==> src/rtl/spi_mem_master.sv <==
// rtl/spi_mem_master.sv - SPI mode-0 master for serial SRAM/flash memories
module spi_mem_master #(
    parameter int ADDR_W         = 24,
    parameter int DATA_BYTES     = 4,
    parameter int CLK_DIV        = 1,
    parameter int READ_DUMMY     = 0,
    parameter int CE_ACTIVE_HIGH = 0
) (
    input  logic                          i_clk,
    input  logic                          i_reset,
    input  logic                          i_req_valid,
    output logic                          o_req_ready,
    input  logic                          i_req_write,
    input  logic [ADDR_W-1:0]             i_req_addr,
    input  logic [$clog2(DATA_BYTES)-1:0] i_req_len,
    input  logic [8*DATA_BYTES-1:0]       i_req_wdata,
    output logic                          o_rsp_valid,
    output logic [8*DATA_BYTES-1:0]       o_rsp_rdata,
    output logic                          o_busy,
    output logic                          o_sclk,
    output logic                          o_ce,
    output logic                          o_si,
    input  logic                          i_so
);
    localparam int DW    = 8 * DATA_BYTES;
    localparam int LEN_W = $clog2(DATA_BYTES);
    localparam int SH_W  = 8 + ADDR_W + READ_DUMMY + DW;
    localparam int CNT_W = $clog2(2 * CLK_DIV);
    localparam int IDX_W = $clog2(DW);
    localparam int PH_W  = 16;
    localparam logic [7:0] CMD_WR = 8'h02;
    localparam logic [7:0] CMD_RD = (READ_DUMMY == 0) ? 8'h03 : 8'h0B;
    localparam logic CE_ON  = (CE_ACTIVE_HIGH != 0);
    localparam logic CE_OFF = ~CE_ON;

    typedef enum logic [2:0] {
        S_IDLE,
        S_CMD,
        S_ADDR,
        S_DUMMY,
        S_DATA,
        S_DONE
    } state_t;

    state_t            r_state;
    logic              r_write;
    logic [LEN_W-1:0]  r_len;
    logic [SH_W-1:0]   r_shift;
    logic [PH_W-1:0]   r_ph_cnt;
    logic [CNT_W-1:0]  r_div_cnt;
    logic [IDX_W-1:0]  r_rx_idx;
    logic [DW-1:0]     r_rdata;
    logic              r_sclk;
    logic              r_ce;
    logic              r_rsp_valid;

    logic [SH_W-1:0]   w_load_hdr;
    logic [SH_W-1:0]   w_load_dat;
    logic [PH_W-1:0]   w_data_bits;
    logic              w_tick;

    // The whole outgoing frame is one shift register: command and address on
    // top, write data directly below the address, dummy/read slots left zero.
    assign w_load_hdr  = SH_W'({(i_req_write ? CMD_WR : CMD_RD), i_req_addr}) << (READ_DUMMY + DW);
    assign w_load_dat  = i_req_write ? (SH_W'(i_req_wdata) << READ_DUMMY) : '0;
    assign w_data_bits = PH_W'({r_len, 3'b000}) + PH_W'(8);
    assign w_tick      = (r_div_cnt == CNT_W'(CLK_DIV - 1));

    assign o_req_ready = (r_state == S_IDLE);
    assign o_busy      = (r_state != S_IDLE);
    assign o_rsp_valid = r_rsp_valid;
    assign o_rsp_rdata = r_rdata;
    assign o_sclk      = r_sclk;
    assign o_ce        = r_ce;
    assign o_si        = r_shift[SH_W-1];

    // Transfer sequencer: divider, sclk generation, bit shifting and phase control
    always_ff @(posedge i_clk or posedge i_reset) begin
        if (i_reset) begin
            r_state     <= S_IDLE;
            r_write     <= 1'b0;
            r_len       <= '0;
            r_shift     <= '0;
            r_ph_cnt    <= '0;
            r_div_cnt   <= '0;
            r_rx_idx    <= '0;
            r_rdata     <= '0;
            r_sclk      <= 1'b0;
            r_ce        <= CE_OFF;
            r_rsp_valid <= 1'b0;
        end else begin
            r_rsp_valid <= 1'b0;
            case (r_state)
                S_IDLE: begin
                    if (i_req_valid) begin
                        r_write   <= i_req_write;
                        r_len     <= i_req_len;
                        r_shift   <= w_load_hdr | w_load_dat;
                        r_ph_cnt  <= PH_W'(8);
                        r_div_cnt <= '0;
                        r_rx_idx  <= IDX_W'(DW - 1);
                        r_rdata   <= '0;
                        r_sclk    <= 1'b0;
                        r_ce      <= CE_ON;
                        r_state   <= S_CMD;
                    end
                end
                S_DONE: begin
                    // ce stays inactive for a full sclk period before the next accept
                    if (r_div_cnt == CNT_W'(2 * CLK_DIV - 1)) begin
                        r_div_cnt <= '0;
                        r_state   <= S_IDLE;
                    end else begin
                        r_div_cnt <= r_div_cnt + CNT_W'(1);
                    end
                end
                default: begin
                    if (w_tick) begin
                        r_div_cnt <= '0;
                        r_sclk    <= ~r_sclk;
                    end else begin
                        r_div_cnt <= r_div_cnt + CNT_W'(1);
                    end
                    // rising sclk: capture read data MSB first
                    if (w_tick && !r_sclk && (r_state == S_DATA) && !r_write) begin
                        r_rdata[r_rx_idx] <= i_so;
                        r_rx_idx          <= r_rx_idx - IDX_W'(1);
                    end
                    // falling sclk: present the next bit and advance phases
                    if (w_tick && r_sclk) begin
                        r_shift <= r_shift << 1;
                        if (r_ph_cnt == PH_W'(1)) begin
                            case (r_state)
                                S_CMD: begin
                                    r_state  <= S_ADDR;
                                    r_ph_cnt <= PH_W'(ADDR_W);
                                end
                                S_ADDR: begin
                                    if (!r_write && (READ_DUMMY > 0)) begin
                                        r_state  <= S_DUMMY;
                                        r_ph_cnt <= PH_W'(READ_DUMMY);
                                    end else begin
                                        r_state  <= S_DATA;
                                        r_ph_cnt <= w_data_bits;
                                    end
                                end
                                S_DUMMY: begin
                                    r_state  <= S_DATA;
                                    r_ph_cnt <= w_data_bits;
                                end
                                default: begin
                                    r_state     <= S_DONE;
                                    r_ce        <= CE_OFF;
                                    r_rsp_valid <= 1'b1;
                                    r_div_cnt   <= '0;
                                    r_shift     <= '0;
                                end
                            endcase
                        end else begin
                            r_ph_cnt <= r_ph_cnt - PH_W'(1);
                        end
                    end
                end
            endcase
        end
    end
endmodule

==> config.mk <==
export PLATFORM = sky130hd
export DESIGN_NAME = spi_mem_master
export DESIGN_NICKNAME = d
export VERILOG_FILES = /design/src/rtl/spi_mem_master.sv
export SDC_FILE = /design/constraint.sdc
export NUM_CORES = 1
export LEC_CHECK = 0
export CAP_MARGIN = 30
export CORE_MARGIN = 3
export CORE_UTILIZATION = 50
export CTS_BUF_LIST = sky130_fd_sc_hd__clkbuf_2 sky130_fd_sc_hd__clkbuf_4 sky130_fd_sc_hd__clkbuf_8
export DETAILED_ROUTE_END_ITERATION = 16
export PLACE_DENSITY = 0.79
export SLEW_MARGIN = 20
export SYNTH_ARGS = -nofsm -noshare
export SYNTH_HDL_FRONTEND = slang
export SYNTH_SLANG_ARGS = --single-unit
==> constraint.sdc <==
create_clock -name i_clk -period 3.4 [get_ports i_clk]
set_input_delay 0.34 -clock i_clk [delete_from_list [all_inputs] [get_ports i_clk]]
set_output_delay 0.34 -clock i_clk [all_outputs]
set_load 0.02 [all_outputs]
==> impl_metrics.py <==
metrics = {
    "status": {
        "status": "complete, no violations",
    },
    "layout": {
        "antenna_cells": 0,
        "area_delta_synth_final_pct": 24.4,
        "post-route-cell-area_um2": 7610,
        "drive_above_1_share": 0.0872,
        "fin_nets": 793,
    },
    "power": {
        "vdd_drop_max_uv": 299,
        "p_leak_nw": 3.28,
        "finalPower_mw": 2.92,
        "power.density_nw_per_um2": 384,
    },
    "setup_path": {
        "cp_slowest_cell": "clkdlybuf4s50_1",
        "path_buf_inv": 3,
        "required_ps": 3060,
        "critPathMaxStageDelay_ps": 580,
        "path_cells": "nor3_4 > buf_4 > inv_1 > clkdlybuf4s50_1",
        "critPathLaunchType": "register",
        "cp-end-kind": "output port",
        "cpLargestDelayFamily": "buffers and inverters",
        "critical_path.max_fanout": 36,
        "cp.arrival_ps": 2380,
        "crit_type": "register to output port",
    },
    "grt": {
        "grt_pass1_vias": 5226,
        "grt_overflow_total": 0,
        "grt_max_degree": 67,
        "antenna_found_initial": 0,
        "grt_first_pass_wirelength_um": 24900,
        "grt_usage": 0.229,
    },
    "place": {
        "port-buffer-count": 100,
        "hpwl_um": 9920,
        "gp_congestion": 0.864,
        "place_ws_ps": 795,
        "placed_cell_area_um2": 7200,
    },
    "cts": {
        "h-tree-depth": 4,
        "cts_resized": 0,
        "cts_hold_buf": 0,
        "cts_sinks": 127,
        "post-cts-setup-buffer-count": 0,
        "worstSkewPairLatency_ps": 430,
        "clk_pin_slew_ps": 70,
        "cts_tree": "done",
        "clock_path_buffers": 2,
        "cts-root-buf": "clkbuf_8",
        "cts_buffers": 17,
    },
    "synth": {
        "ys_types": 61,
        "avgSynthCellArea_um2": 9.58,
        "synthArstFlopShare": 1.00,
        "synth_seq_area_share": 0.520,
        "synth_ff_type": "dfrtp_1",
        "synth_edf_count": 0,
        "netlist_instances": 639,
        "syn_nets": 710,
        "syn_area_um2": 6120,
        "ys_ff_latch": 127,
        "yosysWarnings": 0,
    },
    "floorplan": {
        "ios": 101,
        "core_area_um2": 11700,
        "chipHeight_um": 117,
        "die_w_um": 117,
        "rows": 39,
        "design.die.area_um2": 13600,
        "start_util": 0.523,
    },
    "routing": {
        "antenna_left": 0,
        "routedWlPerCell_um": 16.8,
        "viasPerCell": 6.04,
        "drt-initial-drc-count": 604,
        "drt_first_pass_iters": 7,
        "route.detailed.drc": 0,
        "vias": 5301,
        "drt-total-wl_um": 14700,
    },
    "sta": {
        "clock.fmax_mhz": 368,
        "hold_viol": 0,
        "fin_crit_ps": 2720,
        "drv_slew": 0,
        "tightest_slew_ps": 785,
        "finalSetupTns_ps": 0,
        "rsz0062_at_grt": "no",
        "fin_skew_ps": 9.48,
        "min_period_over_period": 0.800,
        "setup_violations": 0,
        "worst_slack_ps": 681,
        "slew_headroom": 0.476,
    },
    "flow_run": {
        "drv_cap": 0,
    },
    "worst_hold_path": {
        "min_path_type": "input pin to async pin",
    },
}
final timing paths:
kind	start	endpoint	slack [ps]	cells after the start
max	r_state[2]	o_busy	680	4
min	i_reset	r_ph_cnt[1]	400	2
max reg2reg	r_state[2]	r_ph_cnt[13]	810	6
min reg2reg	r_shift[62]	r_shift[62]	470	2
max in group asynchronous	i_reset	r_shift[51]	2190	3
min in group i_clk	r_shift[62]	r_shift[62]	470	2
synthesized netlist by cell type (5+ instances only):
library cell  number  area, um2
nor2_1            78        293
inv_1              8       30.0
a221oi_1          30        263
o2bb2ai_1          5       43.8
o211ai_1           9       67.6
nand2_1           64        240
o21ai_1            6       30.0
mux2i_1           26        260
buf_2             17       85.1
dfrtp_1          126       3150
a21oi_1           40        200
clkbuf_1          26       97.6
nor3_1             8       40.0
nand3_1           16       80.1
o21ai_0           89        445
ha_1               8        100
cell usage in the layout (no fill, tap or decap), types with 5 or more instances in the layout:
cell / netlist / routed
inv_1: 8 / 7
a21oi_1: 40 / 39
o21ai_0: 89 / 89
mux2i_1: 26 / 26
nor2_1: 78 / 78
nor3_1: 8 / 8
ha_1: 8 / 8
nand2_1: 64 / 64
nand3_1: 16 / 16
o2bb2ai_1: 5 / 5
clkbuf_4: 0 / 5
a221oi_1: 30 / 30
dfrtp_1: 126 / 126
buf_4: 1 / 11
o21ai_1: 6 / 6
clkbuf_8: 0 / 20
clkdlybuf4s50_1: 0 / 100
o211ai_1: 9 / 9
kinds of logic (layout without fill, tap and decap cells):
family,count (synthesis),count (layout),synth area share
AOI/OAI and AO/OA,207,207,0.211
xor gates and xnor gates,2,2,0.00286
adders and majority gates,8,8,0.0164
buffers and inverters,57,152,0.0419
DFF,127,127,0.520
muxes,29,29,0.0480
and+or+nand+nor,209,209,0.160
routing by layer:
| layer | GRT usage | vias to the layer above | routed length (um) | share of wire |
|---|---|---|---|---|
| li1 | - | 2470 | - | - |
| met1 | 0.311 | 2562 | 6420 | 0.44 |
| met2 | 0.361 | 251 | 7030 | 0.48 |
| met3 | 0.0585 | 18 | 1070 | 0.072 |
| met4 | 0.0803 | 0 | 214 | 0.015 |
| met5 | 0 | - | 0 | 0 |
sequential cells by signal, summed over array words and instances (netlist names):
register and flops:
o_rsp_valid 1, o_sclk 1, r_div_cnt 1, o_ce 1, o_rsp_rdata 32, r_write 1
r_state 3, r_ph_cnt 16, r_shift 64, r_len 2, r_rx_idx 5
report_power, final:
group / total (mW) / switching, mW / internal (mW)
clock network: 1.30 / 0.557 / 0.743
registers: 1.51 / 0 / 1.51
logic: 0.111 / 0.0450 / 0.0662
area by class of cell:
cell class                 instances  area (um2)
sequential                       127        3180
inverter                           8        33.8
multi-input combinational        455        2710
tap                              143         179
clock inverter                     6        82.6
timing repair buffer             113        1120
fill                             944        4100
clock buffer                      25         313
stage by stage:
stage | util | hold WS, ps | cells
after floorplan | - | 438 | 639
after global placement | 0.615 | 451 | 845
after detailed placement | 0.615 | 460 | 845
after CTS | 0.649 | 400 | 876
after global routing | 0.650 | 441 | 877
final | 0.650 | 401 | 877
Power figures use the tool's default switching activity.
